<file path="config.mk">
export PLATFORM = sky130hd
export DESIGN_NAME = pargen_stream
export DESIGN_NICKNAME = d
export VERILOG_FILES = /design/src/rtl/pargen_pkg.sv /design/src/rtl/pargen_word.sv /design/src/rtl/pargen_stream.sv
export SDC_FILE = /design/constraint.sdc
export NUM_CORES = 1
export LEC_CHECK = 0
export ABC_AREA = 1
export BUFFER_PORTS_ARGS = -buffer_cell sky130_fd_sc_hd__buf_4
export CAP_MARGIN = 20
export CORE_MARGIN = 1.5
export CORE_UTILIZATION = 53
export CTS_CLUSTER_DIAMETER = 80
export DETAILED_ROUTE_END_ITERATION = 6
export HOLD_SLACK_MARGIN = 0.15
export PLACE_DENSITY = 0.77
export SETUP_SLACK_MARGIN = 0.1
export SYNTH_ARGS = -nofsm -noshare
export SYNTH_HDL_FRONTEND = slang
export SYNTH_SLANG_ARGS = --single-unit
</file>
<file path="constraint.sdc">
create_clock -name clk -period 1.5 [get_ports clk]
set_input_delay 0.075 -clock clk [delete_from_list [all_inputs] [get_ports clk]]
set_output_delay 0.075 -clock clk [all_outputs]
set_load 0.1 [all_outputs]
</file>
<file path="src/rtl/pargen_pkg.sv">
// Shared types and helpers for the pargen_stream parity generator.
// Widths are bounded by PAR_MAX_W (data) and CNT_MAX_W (frame counter).
package pargen_pkg;

  typedef enum logic {
    IDLE  = 1'b0,
    FRAME = 1'b1
  } state_t;

  localparam int unsigned PAR_MAX_W = 256;
  localparam int unsigned CNT_MAX_W = 32;

  // Zero-extension leaves the XOR reduction unchanged, so one function serves every width.
  function automatic logic calc_par(input logic [PAR_MAX_W-1:0] data, input logic odd);
    return (^data) ^ odd;
  endfunction

  function automatic logic [CNT_MAX_W-1:0] sat_inc(input logic [CNT_MAX_W-1:0] value,
                                                   input logic [CNT_MAX_W-1:0] max);
    return (value >= max) ? max : value + CNT_MAX_W'(1);
  endfunction

endpackage

</file>
<file path="src/rtl/pargen_word.sv">
// Combinational WIDTH-generic parity reducer: selected-sense parity plus the raw even parity.
module pargen_word
  import pargen_pkg::*;
#(
  parameter int unsigned WIDTH = 8,
  parameter bit          ODD   = 1'b1
) (
  input  logic [WIDTH-1:0] data,
  output logic             par,
  output logic             par_even
);

  logic [PAR_MAX_W-1:0] data_ext;

  assign data_ext = PAR_MAX_W'(data);
  assign par_even = calc_par(data_ext, 1'b0);
  assign par      = par_even ^ ODD;

endmodule

</file>
<file path="src/rtl/pargen_stream.sv">
// Pipelined word-stream parity generator with per-frame parity and word count.
// One output register stage; in_ready depends only on out_valid and out_ready.
module pargen_stream
  import pargen_pkg::*;
#(
  parameter int unsigned WIDTH = 8,
  parameter bit          ODD   = 1'b1,
  parameter int unsigned LEN_W = 8
) (
  input  logic             clk,
  input  logic             rst,
  input  logic             in_valid,
  output logic             in_ready,
  input  logic [WIDTH-1:0] in_data,
  input  logic             in_last,
  output logic             out_valid,
  input  logic             out_ready,
  output logic [WIDTH:0]   out_data,
  output logic             out_last,
  output logic             out_frame_par,
  output logic [LEN_W-1:0] out_frame_len
);

  localparam logic [LEN_W-1:0] CNT_MAX = '1;

  state_t           state_q, state_d;
  logic             acc_q, acc_d;
  logic [LEN_W-1:0] cnt_q, cnt_d;
  logic             acc_base;
  logic [LEN_W-1:0] cnt_base, cnt_inc;
  logic             frame_par_d;
  logic [LEN_W-1:0] frame_len_d;
  logic             word_par, word_par_even;
  logic             in_fire, out_fire;

  pargen_word #(
    .WIDTH (WIDTH),
    .ODD   (ODD)
  ) u_word (
    .data     (in_data),
    .par      (word_par),
    .par_even (word_par_even)
  );

  assign in_ready = !out_valid || out_ready;
  assign in_fire  = in_valid && in_ready;
  assign out_fire = out_valid && out_ready;

  // NOTE: sequential state uses non-blocking assignments so every register samples pre-edge values.
  always_ff @(posedge clk) begin
    if (rst) begin
      state_q <= IDLE;
      acc_q   <= 1'b0;
      cnt_q   <= '0;
    end else begin
      state_q <= state_d;
      acc_q   <= acc_d;
      cnt_q   <= cnt_d;
    end
  end

  // NOTE: every always_comb output gets a default first, otherwise a missed branch infers a latch.
  always_comb begin
    state_d = state_q;
    if (in_fire) begin
      state_d = in_last ? IDLE : FRAME;
    end
  end

  // A frame always restarts from zero in IDLE, regardless of accumulator contents.
  assign acc_base = (state_q == FRAME) ? acc_q : 1'b0;
  assign cnt_base = (state_q == FRAME) ? cnt_q : '0;
  assign cnt_inc  = LEN_W'(sat_inc(CNT_MAX_W'(cnt_base), CNT_MAX_W'(CNT_MAX)));

  always_comb begin
    acc_d       = acc_q;
    cnt_d       = cnt_q;
    frame_par_d = 1'b0;
    frame_len_d = '0;
    if (in_fire) begin
      if (in_last) begin
        frame_par_d = acc_base ^ word_par_even ^ ODD;
        frame_len_d = cnt_inc;
        acc_d       = 1'b0;
        cnt_d       = '0;
      end else begin
        acc_d = acc_base ^ word_par_even;
        cnt_d = cnt_inc;
      end
    end
  end

  always_ff @(posedge clk) begin
    if (rst) begin
      out_valid     <= 1'b0;
      out_data      <= '0;
      out_last      <= 1'b0;
      out_frame_par <= 1'b0;
      out_frame_len <= '0;
    end else if (in_fire) begin
      out_valid     <= 1'b1;
      out_data      <= {word_par, in_data};
      out_last      <= in_last;
      out_frame_par <= frame_par_d;
      out_frame_len <= frame_len_d;
    end else if (out_fire) begin
      // Frame fields read as zero whenever no last word is being presented.
      out_valid     <= 1'b0;
      out_frame_par <= 1'b0;
      out_frame_len <= '0;
    end
  end

endmodule

</file>
* Yosys cells after proc, flatten, opt, wreduce, memory -nomap -nowiden *
Index checks and enable logic that the tools add are counted.
Widths: inputs -> output; s select.

word-level totals
  flip-flop bits (word level) = 30
  output and inout bits = 21
  word-level logic and storage cells = 32
  input port bits = 13

cells by class
  add/subtract/negate cells = 1
  muxes and demuxes = 13
  $lt $le $gt $ge = 1
  reductions and logical operators = 6
  bitwise operators = 3

operator list
  operator             number
  $reduce_xor 256->1   1
  $mux 8               6
  $add 8x1->8 const B  1
  $ge 8x8->1 const B   1
  $mux 1               7
  $logic_and 1x1->1    2
  $not 1->1            2
  $reduce_bool 2->1    1
  $logic_not 1->1      1
  $logic_or 1x1->1     1
  $xor 1x1->1          1

* Depth between registers and ports, before layout *
Gate-level depths: netlist of run 1.

  depth after elaboration = 5
  mapped depth = 10
  depth with buffers taken out = 10

* Cells and area by module *
From an unflattened synthesis of run 1, not the netlist that was laid out.

unflattened totals
  cells, all modules = 224
  area total of the unflattened synthesis = 1550.2 um2

modules (own cells, without submodules)
  module         cells an instance  instances  area an instance (um2)  sequential area each (um2)
  pargen_stream  174                1          1362.6                  600.6
  pargen_word    50                 1          187.7                   0.0

* Worst setup path before layout of run 1 *
OpenSTA, ideal clock, no wires.

  path kind = flip-flop to flip-flop
  start = register out_valid
  end = register out_last
  cell stages (with the launch flop) = 9
  library setup time = 0.142 ns
  arrival time = 2.432 ns
  data required time = 1.358 ns
  slack = -1.073 ns
  path buffers = 1
  period minus slack after synthesis = 2.573 ns
  cell sequence = dfxtp_1 -> nor2_2 -> a21oi_4 -> nand2_2 -> nand2_4 -> inv_6 -> buf_12 -> nor2_1 -> nor3_1

on the way
  word-level cells in the longest chain between the ends = 3

ends and longest elaborated chain
  what                    line                  source
  start, declared         pargen_stream.sv:16   output logic out_valid,
  start signal, assigned  pargen_stream.sv:95   out_valid <= 1'b0;
  start signal, assigned  pargen_stream.sv:101  out_valid <= 1'b1;
  start signal, assigned  pargen_stream.sv:108  out_valid <= 1'b0;
  $logic_not 1->1         pargen_stream.sv:45   assign in_ready = !out_valid || out_ready;
  $logic_or 1x1->1        pargen_stream.sv:45
  net in_ready            pargen_stream.sv:13   output logic in_ready,
  $logic_and 1x1->1       pargen_stream.sv:46   assign in_fire = in_valid && in_ready;
  end signal, assigned    pargen_stream.sv:103  out_last <= in_last;
  end, declared           pargen_stream.sv:19   output logic out_last,

The timed path passes the listed nets, and every way through them passes these cells.
A chain may end at the register's enable or synchronous reset.

* Final worst setup path of run 1 *
  start = register state_q
  end = register cnt_q[3]

on the way
  word-level cells in the longest chain between the ends = 4
  elaborated cells on any way between the ends = 5
  those cells by class = 1 x add/sub; 1 x order compare; 3 x mux

ends and longest elaborated chain
  what                                              line                 source
  start, declared                                   pargen_stream.sv:26  state_t state_q, state_d;
  start signal, assigned                            pargen_stream.sv:56  state_q <= state_d;
  $mux 8 *                                          pargen_stream.sv:72  assign cnt_base = (state_q == FRAME) ? cnt_q : '0;
  $add 8x1->8 / $ge 8x8->1 (equally long branches)  pargen_pkg.sv:20     return (value >= max) ? max : value + CNT_MAX_W'(1);
  $mux 8 *                                          pargen_pkg.sv:20
  $mux 8 *                                          pargen_stream.sv:81  if (in_last) begin
  end signal, assigned                              pargen_stream.sv:58  cnt_q <= cnt_d;
  end, declared                                     pargen_stream.sv:28  logic [LEN_W-1:0] cnt_q, cnt_d;

Every way passes the cells marked *; elsewhere a longest branch is shown, timed or not.

==> flow_summary.toml, run 1 <==
[status]
status = "complete, no violations"

[routing]
route.detailed.drc = 0
wl_per_cell_um = 11.5
ant_nets = 0
viasPerCell = 5.01
detailedRoute.firstIterationViolations = 54
via_count = 1537
wl_mm = 3.53
firstDrtPassIters = 5

[grt]
grt_pass1_vias = 1366
track_usage_pct = 23.2
grt_pass1_wl_mm = 5.83
overflow = 0
grt_antenna_before_repair = 0
grt_max_degree = 31

[synthesis]
async_flop_share_pct = 0
synth.area.top_cells = "dfxtp_1 40%, nand2_1 25%, a211oi_2 6.6%"
synth_xor_area_share_pct = 0
synth_fa_ha_area_share_pct = 0
syn_inst = 221
synth_top_area_share_pct = 39.8
synth-edff-count = 0
syn_avg_cell_area_sq_um = 6.82
synthMuxAreaShare_pct = 0
yosys_warnings = 0
ys_seq_elements = 30
yosysUniqueCellTypes = 20
ys_seq_area_share_pct = 39.8
synth_top_family_by_area = "simple AND/OR/NAND/NOR gates"
yosys.area_share.simple_pct = 37.2
synth-compound-area-share_pct = 15.0
synth_fp_nets = 234
yosysTopAreaCell = "dfxtp_1"
synth_ff_type = "dfxtp_1"
syn_area_sq_mm = 0.00151

[layout]
fin_area_sq_mm = 0.00210
syn_to_final_growth_pct = 39.2
drive_gt1_share_pct = 29.3
nets = 288
antennaDiodeCount = 0
fin_util_pct = 76.8
nFillCells = 223
stdcell_count = 307

[die]
die_w_um = 56.3
ios = 34
core_area_sq_mm = 0.00273
rows = 19
die_y_um = 56.3
start_util_pct = 55.1
fp.dieArea_sq_mm = 0.00317

[place]
io_buffers = 33
place_congestion = 0.832
dpl.hpwl_mm = 2.21
dp.cells = 282
postPlaceCellArea_sq_mm = 0.00180

[critical_path]
start_kind = "register"
critPathKind = "register to register"
endpoint_kind = "register"
ff2ff_path_depth = 8
arrival_ns = 1.65
cp_max_fo = 6
cp_data_required_time_ns = 1.77
ff2ff_setup_slack_ns = 0.12

[sta]
hold_viol = 0
skew_ns = 0.00775
layout_min_cycle_time_ns = 1.38
relSlewSlack_pct = 76.2
drv_slew = 0
rsz0062_at_grt = "yes"
hold_slack_ns = 0.248
tightest_slew_ns = 0.358
max_freq_ghz = 0.725
setup_viol = 0
period_share_pct = 91.9

[clock_network]
worstSkewPairLatency_ns = 0.33
cts.clk_slew.worst_paths_ns = 0.10
clock_path_buffers = 2
cts_sinks = 30
htreeDepth = 2
clockRootBuffer = "clkbuf_4"
cts_tree = "yes"
cts_inserted_buffers = 5

[power]
ir_worst_vdd_v = 0.000788
powerDensity_mw_per_mm2 = 934
p_leak_nw = 1.02

[hold_path]
hp-class = "input pin to register"
hold_depth = 6

[flow_run]
maxCapViolations = 0
-- per-layer routing --
metal  GRT usage, %  vias to the layer above  share of wire (%)
met5              0                        -                  0
met4           7.82                        0                1.1
met3           6.68                        4                5.5
met2           36.0                       44                 48
met1           31.2                      676                 45
li1               -                      813                  -
-- layout by cell type, fill, tap and decap left out, drive strengths merged --
master | synthesis | final
dlygate4sd3 | 0 | 13
nand3 | 11 | 11
buf | 3 | 40
clkinv | 0 | 2
inv | 18 | 18
a211oi | 8 | 8
nor3 | 3 | 3
clkbuf | 3 | 6
nor2 | 19 | 19
a21oi | 20 | 20
nand2 | 103 | 103
o21ai | 3 | 3
dfxtp | 30 | 30
-- synthesized netlist by cell type (2+ instances only) --
library cell / instances
nand2_1: 101
dfxtp_1: 30
a21oi_1: 19
inv_1: 17
nor2_1: 16
nand3_1: 11
a211oi_2: 8
clkbuf_1: 3
o21ai_0: 3
nor2_4: 2
nor3_1: 2
-- state kept, by name, summed over array words and instances (netlist names) --
signal	flops
acc_q	1
cnt_q	8
out_data	9
out_frame_len	8
out_frame_par	1
out_last	1
out_valid	1
state_q	1
-- logic make-up (layout without fill, tap and decap cells) --
kind of cell,after synthesis,in the layout
AOI/OAI and AO/OA,31,31
buffers and inverters,24,79
DFF,30,30
and+or+nand+nor,136,136
-- area by class of cell --
type / instances / area, sq um / area share (%)
clock buffers: 6 / 62.6 / 2.98
clock inverters: 2 / 10.0 / 0.477
inverters: 18 / 75.1 / 3.58
multi-input cells: 167 / 873 / 41.6
flip-flops and latches: 30 / 608 / 29.0
well taps: 31 / 38.8 / 1.85
repair buffers: 53 / 430 / 20.5
-- report_power, final --
part	internal (mW)	switching, mW
combinational	0.157	0.379
clock	0.278	0.293
sequential	0.829	0.0227
total	1.26	0.695
-- worst paths after layout --
kind	from	end
min reg2reg	acc_q	acc_q
max reg2reg	state_q	cnt_q[3]
min	in_valid	out_valid
max	state_q	cnt_q[3]
-- through the flow --
step	TNS [ns]	setup slack (ns)	total power, mW
after floorplan	-4.26	-0.229	1.25
after global placement	0	0.0653	1.36
after detailed placement	0	0.0135	1.36
after CTS	0	0.104	1.95
after global routing	0	0.00512	2.04
final	0	0.121	1.96
-- worst max-delay path: stages, from the launching register on --
cell	delay, ns
dfxtp_4	0.38
nand2_2	0.06
inv_2	0.08
nand2_4	0.06
nor3_4	0.26
nand3_4	0.15
nand3_1	0.12
nand2_1	0.06
a21oi_1	0.14
-- repair_timing --
action | in CTS | in global routing
pin swaps | 0 | 12
cloned | 0 | 0
setup endpoints to repair | 14 | 20
hold buffers | 13 | 0
hold endpoints to repair | 28 | 0
buffers inserted | 0 | 4
resized for setup | 3 | 18
No activity file was read; power rests on OpenSTA's default activity.
==> run 2: changes to the inputs <==
CORE_MARGIN = 3   (was 1.5)
RECOVER_POWER = 100   (was unset)
==> run 2 against run 1 <==
Against the previous run:
- setup slack worse by 0.082 ns
- utilization is 5.3 points higher
- sequential share of layout area is 0.61 points lower
- worst hold slack better by 0.0038 ns
- first-iteration DRC count grew to 2.5 times the previous value
- register-to-register slack worse by 0.08 ns
- die area is 11% higher
==> flow_summary.toml, run 2 (synthesis gave the netlist of run 1 again) <==
[layout]
nets = 294
layout_commonest_cell = "nand2_1"
drive_gt1_share_pct = 35.5
reg_top3 = "out_data (9), cnt_q (8), out_frame_len (8)"
fin_util_pct = 82.1
largest_register = "out_data"
seq_area_sq_um = 603
multi_input_area_sq_um = 911
largest_reg_flops = 9
syn_to_final_growth_pct = 41.0
mostFrequentLayoutCells = "91 x nand2_1, 28 x dfxtp_1, 24 x buf_4, 20 x clkbuf_2"
nFillCells = 166
antennaDiodeCount = 0
fin_area_sq_mm = 0.00213

[sta]
max_freq_ghz = 0.684
hold_viol = 0
rsz0062_at_grt = "yes"
period_share_pct = 97.4
skew_ns = 0.0172
tightest_slew_ns = 0.552
layout_min_cycle_time_ns = 1.46
relSlewSlack_pct = 63.4
drv_slew = 0
fin_ws_ns = 0.0387
setup_viol = 0

[power]
p_sw_mw = 0.728
powerDensity_mw_per_mm2 = 912
pwr-share-clk_pct = 27.7
p_leak_nw = 1.04
ir_worst_vdd_v = 0.000797
swShare_pct = 37.6
combPwrFrac_pct = 28.4
intPower_mw = 1.21
seq_power_share_pct = 44.0
p_total_mw = 1.94

[place]
postPlaceCellArea_sq_mm = 0.00179
place_congestion = 0.857
dpl_worst_slack_ns = -0.0503
io_buffers = 33
dpl.hpwl_mm = 2.51

[clock_network]
clock_path_buffers = 2
clockRootBuffer = "clkbuf_4"
htreeDepth = 2
cts.clk_slew.worst_paths_ns = 0.11
cts_inserted_buffers = 5
cts_sinks = 30
worstSkewPairLatency_ns = 0.35
cts_tree = "yes"

[status]
status = "complete, no violations"

[routing]
viasPerCell = 5.48
firstDrtPassIters = 4
via_count = 1709
wl_mm = 4.34
route.detailed.drc = 0
wl_per_cell_um = 13.9
detailedRoute.firstIterationViolations = 136
ant_nets = 0

[critical_path]
critPathKind = "register to register"
arrival_ns = 1.75
endpoint_kind = "register"
path_buf_inv = 1
start_kind = "register"
path_cells = "nand2_2 > inv_4 > nand2_4 > nor3_4 > nand3_4 > nand3_2 > nand2_1 > a21oi_2"
crit_family = "simple AND/OR/NAND/NOR gates"
critPathSlowestCell = "dfxtp_2"
cp_data_required_time_ns = 1.79
max_stage_delay_ns = 0.38
cp_max_fo = 6

[die]
die_y_um = 59.3
start_util_pct = 58.2
fp.dieArea_sq_mm = 0.00352
die_w_um = 59.3
core_area_sq_mm = 0.00259
ios = 34
rows = 18

[grt]
grt_antenna_before_repair = 0
track_usage_pct = 26.4
overflow = 0
grt_max_degree = 31
grt_pass1_wl_mm = 6.93
grt_pass1_vias = 1535

[hold_path]
hp-class = "input pin to register"

[flow_run]
maxCapViolations = 0
## run 2: changes by cell type in the layout (fill, tap and decap cells not counted), moves of 4 or more
cell      delta
clkbuf_2    +20
buf_4       -16
nand2_2      +4
a21oi_2      +4
a21oi_1      -4
nand2_1      -4
## run 2: worst paths after layout
| check | from | endpoint | slack (ns) | cells past startpoint |
|---|---|---|---|---|
| hold reg to reg | out_frame_len[6] | out_frame_len[6] | 0.47 | 2 |
| setup / recovery | state_q | cnt_q[4] | 0.04 | 8 |
| hold / removal | in_valid | out_valid | 0.25 | 6 |
| setup reg to reg | state_q | cnt_q[4] | 0.04 | 8 |
## run 2: metal layers
metal / share of wire, % / global-route usage (%)
met1: 40 / 32.5
met2: 48 / 43.4
met3: 9.1 / 7.19
met4: 3.0 / 10.7
met5: 0 / 0
## run 2: area by class of cell
class,instances,area share [%]
timing repair buffer,59,20.4
sequential,30,28.4
clock buffer,6,2.41
multi-input combinational,167,42.8
tap,30,1.77
inverter,18,3.65
clock inverter,2,0.589
## run 2: tightest hold or removal path: cells and delay by family
family                 cells  cell delay, ns
AND/OR/NAND/NOR            2            0.22
buffers and inverters      2            0.14
AO/OA/AOI/OAI              2            0.11
## run 2: metrics by stage
stage,hold slack (ns),setup TNS [ns],instances
3_3_place_gp,0.394,0,280
6_report,0.251,0,312
5_1_grt,0.284,-0.277,312
3_5_place_dp,0.410,-0.148,280
4_1_cts,0.224,0,304
2_1_floorplan,0.262,-4.26,221
## run 2: what timing repair did
| action | 4_1_cts | 5_1_grt |
|---|---|---|
| setup endpoints to repair | 15 | 21 |
| hold endpoints to repair | 27 | 0 |
| resized for setup | 18 | 21 |
| hold buffers | 13 | 0 |
| pin swaps | 3 | 13 |
| buffers inserted | 3 | 8 |
## run 2: power by group through the flow
| stage | Combinational [mW] | Clock, mW | Sequential (mW) |
|---|---|---|---|
| finish | 0.550 | 0.536 | 0.852 |
| global route | 0.581 | 0.572 | 0.858 |
| detailed placement | 0.491 | 0 | 0.869 |
| floorplan | 0.193 | 0 | 1.06 |
| CTS | 0.529 | 0.535 | 0.853 |
| global placement | 0.480 | 0 | 0.868 |
==> run 3: changes to the inputs <==
CELL_PAD_IN_SITES_DETAIL_PLACEMENT = 1   (was unset)
CELL_PAD_IN_SITES_GLOBAL_PLACEMENT = 1   (was unset)
CORE_UTILIZATION = 37   (was 53)
==> run 3 against run 2 <==
Against the previous run:
- flip-flop and latch count did not move
- die area rose by 39%
- clock skew fell by 0.013 ns
- first-iteration DRC count fell by 58%
- sequential share of layout area fell by 0.23 points
- routed wire length rose by 12%
- setup slack improved by 0.065 ns
- power rose by 8.4%
- final area rose by 2.1%
- maximum frequency rose by 4.7%
- critical path type is now input pin to primary output
==> flow_summary.toml, run 3 (synthesis gave the netlist of run 1 again) <==
[critical_path]
critPathKind = "input pin to primary output"
endpoint_kind = "primary output"
cp_data_required_time_ns = 1.42
start_kind = "input pin"
cp_max_fo = 3
arrival_ns = 1.32

[sta]
relSlewSlack_pct = 62.4
rsz0062_at_grt = "yes"
hold_slack_ns = 0.168
setup_viol = 0
fin_ws_ns = 0.104
period_share_pct = 93.1
drv_slew = 0
skew_ns = 0.00459
hold_viol = 0
max_freq_ghz = 0.716
tightest_slew_ns = 0.566
layout_min_cycle_time_ns = 1.40

[clock_network]
cts_inserted_buffers = 5
cts_tree = "yes"
htreeDepth = 2
cts.clk_slew.worst_paths_ns = 0.07
worstSkewPairLatency_ns = 0.29
clock_path_buffers = 2
clockRootBuffer = "clkbuf_8"
cts_sinks = 30

[routing]
wl_per_cell_um = 14.7
ant_nets = 0
detailedRoute.firstIterationViolations = 57
viasPerCell = 4.98
firstDrtPassIters = 4
wl_mm = 4.87
via_count = 1642
route.detailed.drc = 0

[status]
status = "complete, no violations"

[layout]
largest_reg_flops = 9
mostFrequentLayoutCells = "90 x nand2_1, 26 x dfxtp_1, 22 x clkbuf_2, 21 x buf_4, 16 x a21oi_1"
antennaDiodeCount = 0
seq_area_sq_um = 611
multi_input_area_sq_um = 917
largest_register = "out_data"
nFillCells = 510
layout_commonest_cell = "nand2_1"
syn_to_final_growth_pct = 43.9
drive_gt1_share_pct = 36.5
fin_util_pct = 57.1
reg_top3 = "out_data (9), cnt_q (8), out_frame_len (8)"
nets = 294

[grt]
overflow = 0
grt_antenna_before_repair = 0
grt_pass1_wl_mm = 7.76
grt_max_degree = 31
track_usage_pct = 19.9
grt_pass1_vias = 1629

[power]
powerDensity_mw_per_mm2 = 968
p_leak_nw = 1.04
ir_worst_vdd_v = 0.000446
p_total_mw = 2.10

[die]
die_y_um = 69.8
ios = 34
fp.dieArea_sq_mm = 0.00488
start_util_pct = 39.7
die_w_um = 69.8
rows = 22
core_area_sq_mm = 0.00380

[place]
place_congestion = 0.840
dpl_worst_slack_ns = -0.0583
dpl.hpwl_mm = 3.04
io_buffers = 33

[flow_run]
maxCapViolations = 0

[hold_path]
hp-class = "input pin to register"
## run 3: cell types whose count changed in the layout (fill, tap and decap cells not counted), moves of 3 or more
cell and change:
nand3_2 -3, inv_1 -4, dlygate4sd3_1 -3, clkbuf_8 +5, inv_2 +4, clkbuf_4 -4
buf_4 -3
## run 3: cell type report
cell class | instances | area share [%]
multi-input cells | 168 | 42.3
inverters | 18 | 3.34
well taps | 48 | 2.77
clock buffers | 6 | 3.81
repair buffers | 58 | 19.1
clock inverters | 2 | 0.577
flip-flops and latches | 30 | 28.1
## run 3: power by group
group	leakage, nW	internal, mW	switching [mW]
Sequential	0.247	0.829	0.0266
Clock	0.0472	0.369	0.334
Combinational	0.749	0.145	0.396
## run 3: worst paths after layout
path	startpoint	to	slack (ns)	cells past startpoint
max	out_ready	in_ready	0.10	5
min	in_valid	cnt_q[6]	0.17	4
max reg2reg	state_q	out_frame_len[6]	0.11	8
min reg2reg	out_frame_len[6]	out_frame_len[6]	0.47	2
## run 3: metrics by stage
| stage | cells | TNS (ns) | cell area (sq um) |
|---|---|---|---|
| final | 330 | 0 | 2170 |
| after global routing | 330 | 0 | 2170 |
| after CTS | 322 | 0 | 2100 |
| after detailed placement | 301 | -0.279 | 1840 |
| after global placement | 301 | 0 | 1840 |
| after floorplan | 221 | -4.26 | 1540 |
## run 3: per-layer routing
layer | track usage, % | part of all wire [%] | up-vias
met5 | 0 | 0 | -
met4 | 7.02 | 1.2 | 0
met3 | 4.49 | 4.4 | 5
met2 | 32.3 | 50 | 35
met1 | 25.6 | 44 | 784
li1 | - | - | 818
## run 3: critical path, cell delays in order
cell	delay, ns
dlygate4sd3_1	0.54
clkbuf_1	0.13
a21oi_4	0.21
nand2_8	0.08
clkbuf_4	0.28
## run 3: timing repair
action,in CTS,in global routing
buffers inserted,2,7
endpoints found under the setup margin,16,21
hold endpoints to repair,18,0
pin swaps,6,17
gates resized for setup,12,42
gates cloned,0,1
hold buffers,11,0
